### src/rtl/sec_timer_ctrl.sv
// Countdown seconds timer with a private mclk prescaler that only runs in RUN.
// Optional periodic mode on expiry: define SEC_TIMER_AUTO_RELOAD_EN.
module sec_timer_ctrl #(
  parameter int CUENTA = 50_000_000,
  parameter int CNT_W  = 16
) (
  input  logic             mclk,
  input  logic             reset,
  input  logic             load,
  input  logic [CNT_W-1:0] load_val,
  input  logic             start,
  input  logic             pause,
  input  logic             clear,
  output logic             tick_1hz,
  output logic [CNT_W-1:0] remaining,
  output logic             busy,
  output logic             done,
  output logic [1:0]       state
);

  localparam int            PW       = (CUENTA > 1) ? $clog2(CUENTA) : 1;
  localparam logic [PW-1:0] PSC_LAST = PW'(CUENTA - 1);

  typedef enum logic [1:0] {
    S_IDLE  = 2'd0,
    S_RUN   = 2'd1,
    S_PAUSE = 2'd2,
    S_DONE  = 2'd3
  } state_t;

  state_t           st, st_n;
  logic [PW-1:0]    psc, psc_n;
  logic [CNT_W-1:0] reload, reload_n, rem_n;
  logic             tick_n, done_n;
  logic             wrap;
  logic             expire_reload;

  assign wrap  = (psc == PSC_LAST);
  assign state = st;

`ifdef SEC_TIMER_AUTO_RELOAD_EN
  assign expire_reload = (reload != '0);
`else
  assign expire_reload = 1'b0;
`endif

  // Priority: clear > load > start > pause (reset handled in the register).
  always_comb begin
    st_n     = st;
    psc_n    = psc;
    rem_n    = remaining;
    reload_n = reload;
    tick_n   = 1'b0;
    done_n   = 1'b0;
    if (clear) begin
      st_n  = S_IDLE;
      psc_n = '0;
      rem_n = reload;
    end else begin
      case (st)
        S_IDLE: begin
          if (load) begin
            rem_n    = load_val;
            reload_n = load_val;
            psc_n    = '0;
          end else if (start) begin
            psc_n = '0;
            if (remaining != '0) begin
              st_n = S_RUN;
            end else begin
              st_n   = S_DONE;
              done_n = 1'b1;
            end
          end
        end
        S_RUN: begin
          if (wrap) begin
            psc_n  = '0;
            tick_n = 1'b1;
            if (remaining > CNT_W'(1)) begin
              rem_n = remaining - 1'b1;
              if (pause) st_n = S_PAUSE;
            end else if (expire_reload) begin
              // Periodic mode: prescaler keeps running straight into the next period.
              rem_n  = reload;
              done_n = 1'b1;
              if (pause) st_n = S_PAUSE;
            end else begin
              rem_n  = '0;
              done_n = 1'b1;
              st_n   = S_DONE;
            end
          end else begin
            psc_n = psc + 1'b1;
            if (pause) st_n = S_PAUSE;
          end
        end
        S_PAUSE: begin
          if (!load && start) st_n = S_RUN;
        end
        S_DONE: begin
          if (load) begin
            rem_n    = load_val;
            reload_n = load_val;
            psc_n    = '0;
            st_n     = S_IDLE;
          end else if (start) begin
            psc_n = '0;
            rem_n = reload;
            if (reload != '0) begin
              st_n = S_RUN;
            end else begin
              done_n = 1'b1;
            end
          end
        end
        default: st_n = S_IDLE;
      endcase
    end
  end

  always_ff @(posedge mclk) begin
    if (reset) begin
      st        <= S_IDLE;
      psc       <= '0;
      remaining <= '0;
      reload    <= '0;
      tick_1hz  <= 1'b0;
      done      <= 1'b0;
      busy      <= 1'b0;
    end else begin
      st        <= st_n;
      psc       <= psc_n;
      remaining <= rem_n;
      reload    <= reload_n;
      tick_1hz  <= tick_n;
      done      <= done_n;
      busy      <= (st_n == S_RUN) || (st_n == S_PAUSE);
    end
  end

endmodule

### config.mk
export PLATFORM = sky130hd
export DESIGN_NAME = sec_timer_ctrl
export DESIGN_NICKNAME = d
export VERILOG_FILES = /design/src/rtl/sec_timer_ctrl.sv
export SDC_FILE = /design/constraint.sdc
export NUM_CORES = 1
export LEC_CHECK = 0
export CORE_MARGIN = 5
export CORE_UTILIZATION = 45
export DETAILED_ROUTE_END_ITERATION = 16
export DONT_BUFFER_PORTS = 1
export PLACE_DENSITY = 0.57
export SLEW_MARGIN = 20
export SYNTH_ARGS = -nofsm -noshare
export SYNTH_HDL_FRONTEND = slang
export SYNTH_SLANG_ARGS = --single-unit
export TNS_END_PERCENT = 30
### constraint.sdc
create_clock -name mclk -period 3.6 [get_ports mclk]
set_input_delay 0.72 -clock mclk [delete_from_list [all_inputs] [get_ports mclk]]
set_output_delay 0.72 -clock mclk [all_outputs]
set_load 0.01 [all_outputs]
==> metrics, run 1 <==
Synth Flop Type=dfxtp_1; setup TNS=0 ns; Slew headroom=0.409; worst skew pair latency=~0.33 ns; fin. max-slew vios=0; GP Congestion=0.823; Sequential cell area=1260 µm²; Total GRT Usage=0.213; layout net count=458; RSZ-0062 raised after global routing=false; wire per inst=17.5 µm; Core ar.=approximately 7300 µm²; final setup fails=0; final worst path period share=0.803; grt ovf=0; GR Util met2=0.290; outcome=finished, final reports clean; final WL=9.33 mm; vias in the first global route=2852; RR Startpoint=remaining[12]; Top Ports=43; hpwl dp=6.70 mm; Yosys cell types=55; post-layout instance area=3650 µm²; final hold vios=0; WHS Endpoint=reload[15]; Fill cells=764; Hold Crit Start=reset; TritonCTS clock tree=done; Worst R2R Path Depth=6; area occupied by multi-input gates=1970 µm²; Non-Filler Instances=532; clk buf depth=2; vias per inst=roughly 6; met3 GRT Util=0.0581; DRC Markers=0; number of CTS-inserted buffers=9; # resized after CTS=0; synthesized flop and latch total=63; f_max=346 MHz; Root Driver=clkbuf_8; Core Util, Final=0.501; Worst Path Max Fanout=18; vias=3150; die area=9330 µm²; sequential-to-total area share from yosys stat=0.374; Fin Hold WS=0.444 ns; TritonRoute pass-1 iters=5; initial antenna violation count=0; placed insts=517; Peak VDD IR=0.214 mV; crit path DAT=3.11 ns; Tmin final=2.89 ns; CP Launch Type=flip-flop; placed cell areas=between 3000 and 4000 µm²; Area growth syn-to-layout=8.27%; synthesized area=between 3000 and 4000 µm²; CTS Hold Bufs=0; clock sinks=63; H-Tree Depth=3; # rows=31; Post-synth ARST share=0; Max Cap Viol=0; Critical Path RT=3.81 ns; PD cells=roughly 450 nW/µm²; fraction of layout cells with a size suffix above 1=0.0716; Setup CP Type=flip-flop to flip-flop; met1 Use GR=0.325; ant diodes=0; Worst Hold Class=primary input to flip-flop; Synth Instances=437; Slew @ Worst Pin=0.883 ns; R2R Path End=remaining[11]; synth warn=0; commonest non-fill, non-tap cell in the layout=dfxtp_1; Detail Route Antenna Nets=0; LEAKAGE=0.00126 µW; clock skew=around 0.0068 ns; largest net degree at the start of global routing=33; DIE HEIGHT=96.6 µm; number of setup buffers added after CTS=0; die width=just under 100 µm; EDFF count, synth=0; hold depth=1; Clock transition at path regs=about 0.07 ns; PortBufs=0; DRT iter0 DRCs=239; Syn Nets=roughly 470; syn avg cell area=7.72 µm²; first-pass GRT wire length=~15 mm; Most Crowded Layer GR=met1; commonest cells after routing, fill and taps aside=dfxtp_1, nor2_1, nand2_1; Worst R2R Setup Slack=between 0.7 and 0.8 ns; Starting Density=0.463; CP Capture Type=flip-flop
power by group:
part           internal [µW]  switching [µW]
clock                    406             274
combinational           73.4             125
sequential               719            38.3
through the flow:
stage	worst slack [ns]	total power, µW
floorplan	1.12	921
global placement	0.812	968
detailed placement	0.732	968
CTS	0.717	1650
global route	0.491	1710
finish	0.707	1640
logic make-up after synthesis:
| logic type | count (synthesis) | synth area share |
|---|---|---|
| AO/OA/AOI/OAI | 98 | 0.198 |
| buffers and inverters | 37 | 0.0441 |
| flip-flops | 63 | 0.374 |
| AND/OR/NAND/NOR | 205 | 0.288 |
| adder cells (fa/ha/maj) | 7 | 0.0260 |
| XOR/XNOR | 27 | 0.0701 |
layer usage:
layer  wire length [µm]  vias to the layer above
li1                   -                     1550
met1               4540                     1487
met2               3820                      102
met3                857                       11
met4                116                        0
met5                  0                        -
how the worst max path moves through the flow:
stage          cells past startpoint            end     startpoint  slack [ns]
6_report                           6  remaining[11]  remaining[12]        0.71
2_1_floorplan                      7        psc[13]       state[1]        1.12
5_1_grt                            8        psc[13]       state[1]        0.49
3_5_place_dp                       6  remaining[11]  remaining[12]        0.73
3_3_place_gp                       8        psc[13]       state[1]        0.81
4_1_cts                            6  remaining[11]  remaining[12]        0.72
Yosys cell counts, drive strengths merged, types with 2 or more instances:
master  count  area share
dfxtp      63        0.37
nor2       62       0.069
nand2      57       0.063
a21oi      29       0.043
nor3       25       0.037
clkbuf     19       0.021
o21ai      17       0.026
xor2       14       0.036
inv        13       0.014
xnor2      13       0.034
nor4       12       0.022
nand3      11       0.016
ha          7       0.026
o22ai       7       0.013
a22o        6       0.016
and3        6       0.011
a211oi      5       0.011
a221oi      5       0.013
buf         5      0.0085
nand4       5      0.0093
or2         5      0.0093
o31ai       4      0.0089
or3         4      0.0074
a221o       3      0.0089
a31oi       3      0.0056
nor2b       3      0.0056
o21a        3      0.0089
o32ai       3      0.0078
a222oi      2      0.0059
a32oi       2      0.0052
nand2b      2      0.0037
nor3b       2      0.0044
o211ai      2      0.0059
o221ai      2      0.0052
or4         2      0.0056
or4b        2      0.0059
area by class of cell:
type / instances / area share
clock buffer: 12 / 0.0397
clock inverter: 3 / 0.0185
inverter: 13 / 0.0134
multi-input combinational: 337 / 0.539
sequential: 63 / 0.345
tap: 99 / 0.0339
timing repair buffer: 5 / 0.0103
flip-flops by register name (all words and copies together), names as in the netlist:
register   count
psc           26
remaining     16
tick_1hz       1
state          2
busy           1
done           1
reload        16
critical path, stage by stage, from the launching register on:
cell and delay [ns]:
dfxtp_1 0.40, or4_4 0.58, or4b_1 0.65, o21ai_2 0.62, nor4_1 0.12, a221oi_1 0.29
o31ai_1 0.10
(Power assumes the default switching activity.)
==> run 2: changes to the inputs <==
Settings changed: PLACE_DENSITY 0.57 to 0.59.
Clock period 3.6 ns to 2.35 ns, I/O delays scaled along.
==> run 2 against run 1 <==
Effect of this change: critical path depth unchanged; clock power increased by 53%; cell count grew 7.3%; final area rose by 9.8%; maximum frequency increased by 24%; sequential cell count stayed put; register-to-register slack got worse by 0.68 ns; die area unchanged; sequential share of layout area decreased by 2.8 points; total power up 58%; via count up 3.9%.
==> metrics, run 2 (synthesis results as in run 1) <==
placed insts=555 (was 517); final hold vios=0 (unchanged); fin. max-slew vios=0 (unchanged); DIE HEIGHT=96.6 µm (unchanged); die width=96.6 µm (unchanged); Largest Register=psc (unchanged); top flop regs=psc x26, reload x16, remaining x16 (unchanged); H-Tree Depth=3 (unchanged); outcome=finished, final reports clean (unchanged); Worst Path Max Fanout=4 (was 18); Detail Route Antenna Nets=0 (unchanged); Area growth syn-to-layout=18.9% (was 8.27%); CP Capture Type=flip-flop (unchanged); Worst Hold Class=primary input to flip-flop (unchanged); initial antenna violation count=0 (unchanged); worst skew pair latency=0.35 ns (was 0.33 ns); Root Driver=clkbuf_8 (unchanged); hpwl dp=6.90 mm (was 6.70 mm); ant diodes=0 (unchanged); RSZ-0062 raised after global routing=true (was false); max reg flops=26 (unchanged); final setup fails=0 (unchanged); final WL=9.47 mm (was 9.33 mm); # rows=31 (unchanged); vias=3272 (was 3150); CP Launch Type=flip-flop (unchanged); RR Startpoint=remaining[14] (was remaining[12]); clock sinks=63 (unchanged); DRT iter0 DRCs=249 (was 239); Top Ports=43 (unchanged); fraction of layout cells with a size suffix above 1=0.167 (was 0.0716); Setup CP Type=flip-flop to flip-flop (unchanged); LEAKAGE=0.00149 µW (was 0.00126 µW); Clock transition at path regs=0.07 ns (about the same); die area=9330 µm² (unchanged); Slew headroom=0.640 (was 0.409); final worst path period share=0.989 (was 0.803); wire per inst=16.6 µm (was 17.5 µm); Sequential cell area=1270 µm² (was 1260 µm²); Non-Filler Instances=571 (was 532); commonest cells after routing, fill and taps aside=nor2_1, dfxtp_1, nand2_1 (was dfxtp_1, nor2_1, nand2_1); commonest non-fill, non-tap cell in the layout=nor2_1 (was dfxtp_1); first-pass GRT wire length=15.4 mm (was 15.3 mm); Starting Density=0.463 (unchanged); clock skew=0.00882 ns (was 0.00675 ns); clk buf depth=2 (unchanged); Total GRT Usage=0.214 (was 0.213); Peak VDD IR=0.324 mV (was 0.214 mV); layout net count=496 (was 458); Max Cap Viol=0 (unchanged); Slew @ Worst Pin=0.537 ns (was 0.883 ns); DRC Markers=0 (unchanged); Critical Path Source=remaining[14] (was remaining[12]); Fill cells=732 (was 764); placed cell areas=3770 µm² (was 3440 µm²); post-layout instance area=4010 µm² (was 3650 µm²); Hold Crit Start=reset (unchanged); number of setup buffers added after CTS=0 (unchanged); TritonRoute pass-1 iters=5 (unchanged); f_max=430 MHz (was 346 MHz); Core ar.=7290 µm² (unchanged); PD cells=645 nW/µm² (was 448 nW/µm²); grt ovf=0 (unchanged); TritonCTS clock tree=done (unchanged); crit path DAT=2.54 ns (was 3.11 ns); GP Congestion=0.891 (was 0.823); number of CTS-inserted buffers=9 (unchanged); setup TNS=0 ns (unchanged); PortBufs=0 (unchanged); CTS Hold Bufs=0 (unchanged); Tmin final=2.32 ns (was 2.89 ns); vias per inst=5.73 (was 5.92); Critical Path RT=2.56 ns (was 3.81 ns); area occupied by multi-input gates=2000 µm² (was 1970 µm²); largest net degree at the start of global routing=33 (unchanged); vias in the first global route=2962 (was 2852)
run 2: cell count changes in the layout (fill, tap and decap cells not counted), sizes merged:
cell	previous run	this run
buf	5	43
clkbuf	12	14
bufinv	2	1
clkinv	0	1
clkinvlp	1	0
run 2: worst max-delay path, stage by stage (launching register included):
cell and delay (ns):
dfxtp_4 0.34, or4_4 0.53, or4b_4 0.54, o21a_4 0.23, buf_6 0.12, a222oi_1 0.31, o221ai_1 0.15
run 2: final timing paths:
check | depth (start not counted) | slack, ns | to
max | 6 | 0.03 | remaining[12]
max reg2reg | 6 | 0.03 | remaining[12]
min reg2reg | 2 | 0.47 | reload[5]
min | 1 | 0.19 | reload[14]
run 2: where the power goes:
| group | leakage [µW] | internal (µW) | switching, µW |
|---|---|---|---|
| Combinational | 0.000862 | 178 | 237 |
| Clock | 0.000112 | 612 | 425 |
| Sequential | 0.000514 | 1100 | 33.0 |
| Total | 0.00149 | 1890 | 696 |
run 2: layout make-up:
class / count / area share
Inverter: 13 / 0.0122
Sequential cell: 63 / 0.317
Clock buffer: 14 / 0.0459
Timing Repair Buffer: 43 / 0.0877
Clock inverter: 2 / 0.00874
Tap cell: 99 / 0.0309
Multi-Input combinational cell: 337 / 0.498
run 2: per-stage QoR:
stage               hold WS, ns   util  total power (µW)  worst slack [ns]
floorplan                 0.449      -              1420           -0.0158
finish                    0.190  0.550              2590            0.0254
global route              0.170  0.550              2700           -0.0731
detailed placement        0.460  0.517              1560           -0.0501
CTS                       0.176  0.548              2600           0.00635
global placement          0.453  0.517              1560          -0.00406
run 2: timing repair:
item / in CTS / in global routing
pin swaps: 0 / 4
gates resized for setup: 1 / 5
cloned: 0 / 0
endpoints found under the setup margin: 4 / 11
run 2: routing by layer:
| layer | wire (µm) | GRT usage | vias up |
|---|---|---|---|
| met5 | 0 | 0 | - |
| met2 | 4000 | 0.307 | 117 |
| met1 | 4500 | 0.307 | 1520 |
| li1 | - | - | 1622 |
| met4 | 125 | 0.0701 | 0 |
| met3 | 844 | 0.0589 | 13 |
